**src/rtl/uart_tx.sv**
```systemverilog
// uart_tx: FIFO-buffered byte-serial RS-232 transmitter.
// Host pushes bytes into a circular FIFO; the FSM pops one byte per frame and
// serialises it LSB first, each line bit held for RATIO = CLK_HZ/BAUD cycles.
// Default frame is 8N1. Define UART_TX_PARITY_EN to insert an even-parity bit
// between the data bits and the stop bit (8E1).
// All outputs are registered; reset is synchronous and active-high.
module uart_tx #(
    parameter int CLK_HZ          = 500000000,
    parameter int BAUD            = 9600,
    parameter int PRESCALER_BITS  = 16,
    parameter int FIFO_DEPTH_LOG2 = 4
) (
    input  logic       CLK,
    input  logic       reset,
    input  logic [7:0] data_in,
    input  logic       push,
    output logic       serial_out,
    output logic       busy,
    output logic       fifo_full,
    output logic       fifo_empty,
    output logic       error
);

    localparam int RATIO = CLK_HZ / BAUD;
    localparam int DEPTH = 2 ** FIFO_DEPTH_LOG2;
    localparam logic [PRESCALER_BITS-1:0] LAST_TICK = PRESCALER_BITS'(RATIO - 1);

    typedef enum logic [2:0] {
        S_IDLE,
        S_START,
        S_DATA,
`ifdef UART_TX_PARITY_EN
        S_PARITY,
`endif
        S_STOP
    } state_t;

    // ------------------------------------------------------------------
    // FIFO storage and pointers (extra MSB is the wrap bit)
    // ------------------------------------------------------------------
    logic [7:0]                 r_mem [DEPTH];
    logic [FIFO_DEPTH_LOG2:0]   r_wr_ptr;
    logic [FIFO_DEPTH_LOG2:0]   r_rd_ptr;
    logic                       r_fifo_full;
    logic                       r_fifo_empty;
    logic                       r_error;

    logic [FIFO_DEPTH_LOG2:0]   w_wr_ptr_nxt;
    logic [FIFO_DEPTH_LOG2:0]   w_rd_ptr_nxt;
    logic                       w_push_ok;
    logic                       w_pop;
    logic [7:0]                 w_head;

    // ------------------------------------------------------------------
    // Transmit FSM state
    // ------------------------------------------------------------------
    state_t                     r_state;
    logic [PRESCALER_BITS-1:0]  r_cnt;
    logic [2:0]                 r_idx;
    logic [7:0]                 r_shift;
    logic                       r_serial;
    logic                       r_busy;
`ifdef UART_TX_PARITY_EN
    logic                       r_parity;
`endif

    // A push is judged only against the registered full flag, so a pop in
    // the same cycle never rescues a push into a full FIFO.
    assign w_push_ok    = push & ~r_fifo_full;
    // The FSM pops only from IDLE, using the registered empty flag; this is
    // what makes a push into an empty idle FIFO start the line 2 cycles later.
    assign w_pop        = (r_state == S_IDLE) & ~r_fifo_empty;
    assign w_head       = r_mem[r_rd_ptr[FIFO_DEPTH_LOG2-1:0]];
    assign w_wr_ptr_nxt = r_wr_ptr + {{FIFO_DEPTH_LOG2{1'b0}}, w_push_ok};
    assign w_rd_ptr_nxt = r_rd_ptr + {{FIFO_DEPTH_LOG2{1'b0}}, w_pop};

    // Write accepted bytes into the FIFO storage (contents need no reset).
    always_ff @(posedge CLK) begin
        if (w_push_ok) begin
            r_mem[r_wr_ptr[FIFO_DEPTH_LOG2-1:0]] <= data_in;
        end
    end

    // Advance pointers and register full/empty from the post-update pointers;
    // overflow is sticky until reset.
    always_ff @(posedge CLK) begin
        if (reset) begin
            r_wr_ptr     <= '0;
            r_rd_ptr     <= '0;
            r_fifo_empty <= 1'b1;
            r_fifo_full  <= 1'b0;
            r_error      <= 1'b0;
        end else begin
            r_wr_ptr     <= w_wr_ptr_nxt;
            r_rd_ptr     <= w_rd_ptr_nxt;
            r_fifo_empty <= (w_wr_ptr_nxt == w_rd_ptr_nxt);
            r_fifo_full  <= (w_wr_ptr_nxt[FIFO_DEPTH_LOG2] != w_rd_ptr_nxt[FIFO_DEPTH_LOG2]) &&
                            (w_wr_ptr_nxt[FIFO_DEPTH_LOG2-1:0] == w_rd_ptr_nxt[FIFO_DEPTH_LOG2-1:0]);
            if (push && r_fifo_full) begin
                r_error <= 1'b1;
            end
        end
    end

    // Frame sequencer: the line value for the next bit is registered on the
    // same edge that changes state, so serial_out and busy track the state.
    always_ff @(posedge CLK) begin
        if (reset) begin
            r_state  <= S_IDLE;
            r_cnt    <= '0;
            r_idx    <= '0;
            r_shift  <= '0;
            r_serial <= 1'b1;
            r_busy   <= 1'b0;
`ifdef UART_TX_PARITY_EN
            r_parity <= 1'b0;
`endif
        end else begin
            case (r_state)
                S_IDLE: begin
                    r_serial <= 1'b1;
                    r_busy   <= 1'b0;
                    r_cnt    <= '0;
                    r_idx    <= '0;
                    if (w_pop) begin
                        r_shift  <= w_head;
`ifdef UART_TX_PARITY_EN
                        r_parity <= ^w_head;
`endif
                        r_state  <= S_START;
                        r_serial <= 1'b0;
                        r_busy   <= 1'b1;
                    end
                end
                S_START: begin
                    if (r_cnt == LAST_TICK) begin
                        r_cnt    <= '0;
                        r_idx    <= '0;
                        r_state  <= S_DATA;
                        r_serial <= r_shift[0];
                    end else begin
                        r_cnt <= r_cnt + PRESCALER_BITS'(1);
                    end
                end
                S_DATA: begin
                    if (r_cnt == LAST_TICK) begin
                        r_cnt <= '0;
                        if (r_idx == 3'd7) begin
`ifdef UART_TX_PARITY_EN
                            r_state  <= S_PARITY;
                            r_serial <= r_parity;
`else
                            r_state  <= S_STOP;
                            r_serial <= 1'b1;
`endif
                        end else begin
                            r_idx    <= r_idx + 3'd1;
                            r_shift  <= {1'b0, r_shift[7:1]};
                            r_serial <= r_shift[1];
                        end
                    end else begin
                        r_cnt <= r_cnt + PRESCALER_BITS'(1);
                    end
                end
`ifdef UART_TX_PARITY_EN
                S_PARITY: begin
                    if (r_cnt == LAST_TICK) begin
                        r_cnt    <= '0;
                        r_state  <= S_STOP;
                        r_serial <= 1'b1;
                    end else begin
                        r_cnt <= r_cnt + PRESCALER_BITS'(1);
                    end
                end
`endif
                S_STOP: begin
                    if (r_cnt == LAST_TICK) begin
                        r_cnt    <= '0;
                        r_state  <= S_IDLE;
                        r_serial <= 1'b1;
                        r_busy   <= 1'b0;
                    end else begin
                        r_cnt <= r_cnt + PRESCALER_BITS'(1);
                    end
                end
                default: begin
                    r_state  <= S_IDLE;
                    r_serial <= 1'b1;
                    r_busy   <= 1'b0;
                    r_cnt    <= '0;
                end
            endcase
        end
    end

    assign serial_out = r_serial;
    assign busy       = r_busy;
    assign fifo_full  = r_fifo_full;
    assign fifo_empty = r_fifo_empty;
    assign error      = r_error;

endmodule

```
**config.mk**
```make
export PLATFORM = sky130hd
export DESIGN_NAME = uart_tx
export DESIGN_NICKNAME = d
export VERILOG_FILES = /design/src/rtl/uart_tx.sv
export SDC_FILE = /design/constraint.sdc
export NUM_CORES = 1
export LEC_CHECK = 0
export ABC_CLOCK_PERIOD_IN_PS = 2800
export CAP_MARGIN = 0
export CORE_MARGIN = 2
export CORE_UTILIZATION = 30
export CTS_BUF_LIST = sky130_fd_sc_hd__clkbuf_8
export DETAILED_ROUTE_END_ITERATION = 10
export PLACE_DENSITY = 0.54
export SLEW_MARGIN = 20
export SYNTH_ARGS = -nofsm -noshare
export SYNTH_HDL_FRONTEND = slang
export SYNTH_SLANG_ARGS = --single-unit
export TNS_END_PERCENT = 1
```
**constraint.sdc**
```tcl
create_clock -name CLK -period 2.8 [get_ports CLK]
set_input_delay 0.56 -clock CLK [delete_from_list [all_inputs] [get_ports CLK]]
set_output_delay 0.56 -clock CLK [all_outputs]
set_load 0.1 [all_outputs]
```
### Yosys cells after proc, flatten, opt, wreduce, memory -nomap -nowiden

Memories as Yosys holds them, arrays and structs flattened. A register that Yosys moved wholly into a read port is not among the register bits.
Index checks and enable logic that the tools add are counted.

* RAM bits: 128
* memories kept: 1
* input port bits: 11
* register bits after elaboration: 45

Memories
* r_mem: depth 16, bits a word 8, rd ports 1, clocked after memory_dff 1, write ports 1, line 41 `logic [7:0] r_mem [DEPTH];`

* multiplexer cells: 25
* equality and inequality tests: 14
* reduce and logical (&&, ||, !) cells: 13
* bitwise gates (word level): 6
* add/sub/neg operators: 4

Operators with widths (count)
* 8-bit 2-to-1 mux: 3
* 3-bit 2-to-1 mux: 7
* 16-bit by 1-bit adder with 16-bit output (second input constant): 1
* 16-bit == test (second input constant): 1
* 8-bit case mux with 2 select lines: 1
* 2-bit != test (second input constant): 6
* 3-bit case mux with 4 select lines: 1
* 5-bit by 1-bit adder with 5-bit output: 2
* 1-bit 2-to-1 mux: 9
* 3-bit case mux with 3 select lines: 1
* 4-bit AND reduction: 2
* 3-bit by 2-bit == test with 1-bit output (second input constant): 2
* 3-bit OR reduction: 2
* 5-bit == test: 1
* 5-bit AND reduction: 1
* 4-bit == test: 1
* 4-bit 2-to-1 mux: 1
* 1-bit NOT: 4
* 1-bit case mux with 4 select lines: 1
* 3-bit by 1-bit adder with 3-bit output (second input constant): 1
* 3-bit by 1-bit == test with 1-bit output (second input constant): 1
* 3-bit == test (second input constant): 1
* 3-bit logical NOT: 1
* 1-bit case mux with 3 select lines: 1
* other kinds (8): 10

### Depth between registers and ports, before layout

* depth in word-level cells: 5
* gate-level depth with buffers: 11
* mapped depth without buffers: 10

### Worst setup path before layout

OpenSTA, ideal clock, no wires.

* path kind: reg-to-reg
* start: register r_fifo_full (netlist: fifo_full)
* end: memory r_mem[0][0], enable pin
* path buffers: 0
* data required time: 2417 ps
* setup time: 383 ps
* period minus slack after synthesis: 2512 ps
* data arrival time: 2129 ps
* cell stages (with the launch flop): 4
* setup slack: 288 ps
* path through: dfxtp_1 nor2b_1 or3b_2 nor3_1

* cells in the longest elaborated chain, start to end: 4

Ends and longest elaborated chain
* start: declaration: line 44 `logic r_fifo_full;`
* start signal: assignment: line 97 `r_fifo_full <= (w_wr_ptr_nxt[FIFO_DEPTH_LOG2] != w_rd_ptr_nxt[FIFO_DEPTH_LOG2]) &&`
* 1-bit NOT: line 69 `assign w_push_ok = push & ~r_fifo_full;`
* 1-bit AND: line 69
* 1-bit 2-to-1 mux: line 79 `if (w_push_ok) begin`
* 1-bit 2-to-1 mux (not written as such): line 80 `r_mem[r_wr_ptr[FIFO_DEPTH_LOG2-1:0]] <= data_in;`
* end: declaration: line 41

Every way passes these cells.

### Final worst setup path

* start: register r_cnt[2]
* end: register r_shift[7]

* cells in the longest elaborated chain, start to end: 3

Ends and longest elaborated chain
* start: declaration: line 58 `logic [PRESCALER_BITS-1:0] r_cnt;`
* start signal: assignment: line 142 `r_cnt <= r_cnt + PRESCALER_BITS'(1);`
* start signal: assignment: line 162 `r_cnt <= r_cnt + PRESCALER_BITS'(1);`
* start signal: assignment: line 183 `r_cnt <= r_cnt + PRESCALER_BITS'(1);`
* 16-bit == test: line 146 `if (r_cnt == LAST_TICK) begin`
* 2-bit != test (no source line)
* 4-bit AND reduction (no source line)
* end signal: assignment: line 126 `r_shift <= w_head;`
* end signal: assignment: line 158 `r_shift <= {1'b0, r_shift[7:1]};`
* end: declaration: line 60 `logic [7:0] r_shift;`

Every way passes these cells.
A chain may end at the register's enable or synchronous reset.

==> reports/metrics.csv <==
metric;value;unit
PostCTS Resize Cnt;0;
Post-synth top flop;edfxtp_1;
Post-CTS Hold Buffers;0;
FMAX;419;MHz
worst hold path type;flip-flop to flip-flop;
DRT Wirelength;14500;um
CTS buffer count;17;
CP Max Fanout;7;
Worst Max-Slew Pin Slew;0.631;ns
most frequent cells in the layout;edfxtp_1, nor2_1, dfxtp_1;
RSZ-0062 raised after global routing;no;
WHS Path Cells;2;
met1 usage in global routing;0.160;
commonest non-fill, non-tap cell in the layout;edfxtp_1;
Die Area;24900;sq um
gr busiest metal;met2;
relative slew slack;0.578;
Syn Nets;501;
detail-routed via count per cell;4.71;
Pre-Repair DR Iteration Count;5;
max_cap viols;0;
area grow syn2layout;15.3;%
CP Class;flip-flop to flip-flop;
number of synthesized flops with an enable pin;128;
Seq cells post-synth;172;
Synth area leaders;edfxtp_1, dfxtp_1, mux4_2, nor2_1, ha_1;
CTS Buffer Depth;2;
r2r startpoint;r_cnt[2]$_SDFF_PP0_;
Clock Skews;0.0112;ns
final worst path period share;0.853;
Ys Warns;0;
Unique masters post-synth;46;
Synth area leader;edfxtp_1;
# rows;56;
post-CTS setup buffers;0;
Slew Limit Fails;0;
status;complete, no violations;
clk slew on worst S/H paths;0.09;ns
Reg2Reg Depth;5;
fin nets;538;
Root Driver;clkbuf_8;
# port buffers;15;
Clock Latency Late Sink;0.45;ns
All-Layer GR Usage;0.124;
dpl cell area;7760;sq um
VDD IR max;0.480;mV
Critical Path RT;3.14;ns
Worst Path Arrival;2.73;ns
Mapped Area;7110;sq um
DR iter-0 viols;274;
Initial Utilization;0.305;
CP Launch Point;r_cnt[2]$_SDFF_PP0_;
crit path to;r_shift[7]$_SDFFE_PP0P_;
Total Power;6.33;mW
Tmin final;2.39;ns
largest net degree at the start of global routing;39;
top cell type's share of synthesized area;0.541;
hpwl dp;9800;um
reg-to-reg setup timing slack;0.41;ns
share of layout cells above drive strength 1;0.192;
I/O pins;16;
PD cells;772;nW/um^2
fin worst setup slack;0.413;ns
Leak Pwr;2.70;nW
routability cong.;0.774;
Die H;158;um
CTS tree;done;
post-synthesis async set-or-reset flop share;0;
Clock Sinks;172;
Avg Inst Size Synth;14.9;sq um
initial antenna violation count;0;
RR Endpoint;r_shift[7]$_SDFFE_PP0P_;
M2 GR Usage;0.206;
setup violators final;0;
drt wl/cell;17.1;um
first-pass GRT wire length;22600;um
final instance area;8200;sq um
dpl ws;0.112;ns
Worst setup EP type;flip-flop;
crit start category;flip-flop;
Final Hold Fails;0;
Remaining DRCs;0;
post-route ant nets;0;
Seq/Total Area, Yosys;0.665;
core area;23300;sq um
ant diodes;0;
Vias;3974;
CTS HTree Levels;4;
Syn Inst Count;476;
met3 usage;0.0260;
total gr overflow;0;
vias in the first global route;3971;
die width;158;um
setup_tns;0;ns
cells in the mapped netlist, types with 10 or more instances:
library cell,instances
mux4_2,31
nor2_1,55
ha_1,14
edfxtp_1,128
mux2i_1,14
xnor2_1,14
dfxtp_1,44
xor2_1,10
clkbuf_1,11
nor3_1,12
a21oi_1,13
o21ai_0,12
nand3_1,14
nand2_1,19
routing by layer:
layer	up-vias	share of wire
met5	-	0
li1	1882	-
met3	14	0.043
met2	75	0.49
met4	0	0.014
met1	2003	0.45
where the power goes:
group	switching, mW	internal, mW
clock	0.932	0.990
sequential	0.0900	2.86
combinational	0.830	0.634
total	1.85	4.48
metrics by stage:
stage	hold slack [ns]	std cells	utilization
floorplan	0.441	476	-
global placement	0.456	813	0.332
detailed placement	0.463	813	0.332
CTS	0.488	844	0.351
global route	0.523	844	0.351
finish	0.479	844	0.351
worst min-delay path by stage:
stage	slack, ns	from	end
6_report	0.48	error$_SDFFE_PP0P_	error$_SDFFE_PP0P_
5_1_grt	0.52	r_cnt[0]$_SDFF_PP0_	r_cnt[0]$_SDFF_PP0_
4_1_cts	0.49	error$_SDFFE_PP0P_	error$_SDFFE_PP0P_
3_5_place_dp	0.46	error$_SDFFE_PP0P_	error$_SDFFE_PP0P_
3_3_place_gp	0.46	r_cnt[0]$_SDFF_PP0_	r_cnt[0]$_SDFF_PP0_
2_1_floorplan	0.44	r_cnt[0]$_SDFF_PP0_	r_cnt[0]$_SDFF_PP0_
flip-flops by register name (all words and copies together) (netlist names):
signal      flops
r_idx           3
error           1
fifo_full       1
r_mem         128
r_cnt          16
r_wr_ptr        5
r_state         2
r_shift         8
fifo_empty      1
r_rd_ptr        5
busy            1
serial_out      1
worst max-delay path: stages (launching register included):
cell      delay (ns)
dfxtp_1         0.38
or4_1           0.56
or4_1           0.69
o2111a_1        0.36
a311oi_2        0.20
a21oi_1         0.09
area by class of cell:
cell class,count,area [sq um]
clock buffer,17,234
clock inverter,14,209
fill,2233,15100
inverter,10,37.5
multi-input combinational,272,2260
sequential,172,4730
tap,319,399
timing repair buffer,40,338
cells by family (layout without fill, tap and decap cells):
logic type	after synthesis	count (layout)	share of synthesized area
buffers and inverters	32	81	0.0180
multiplexers	48	48	0.123
AND/OR/NAND/NOR	139	139	0.0954
XOR/XNOR	24	24	0.0296
adder cells (fa/ha/maj)	14	14	0.0246
AO/OA/AOI/OAI	47	47	0.0451
flip-flops	172	172	0.665
No activity file was read; power rests on OpenSTA's default activity.
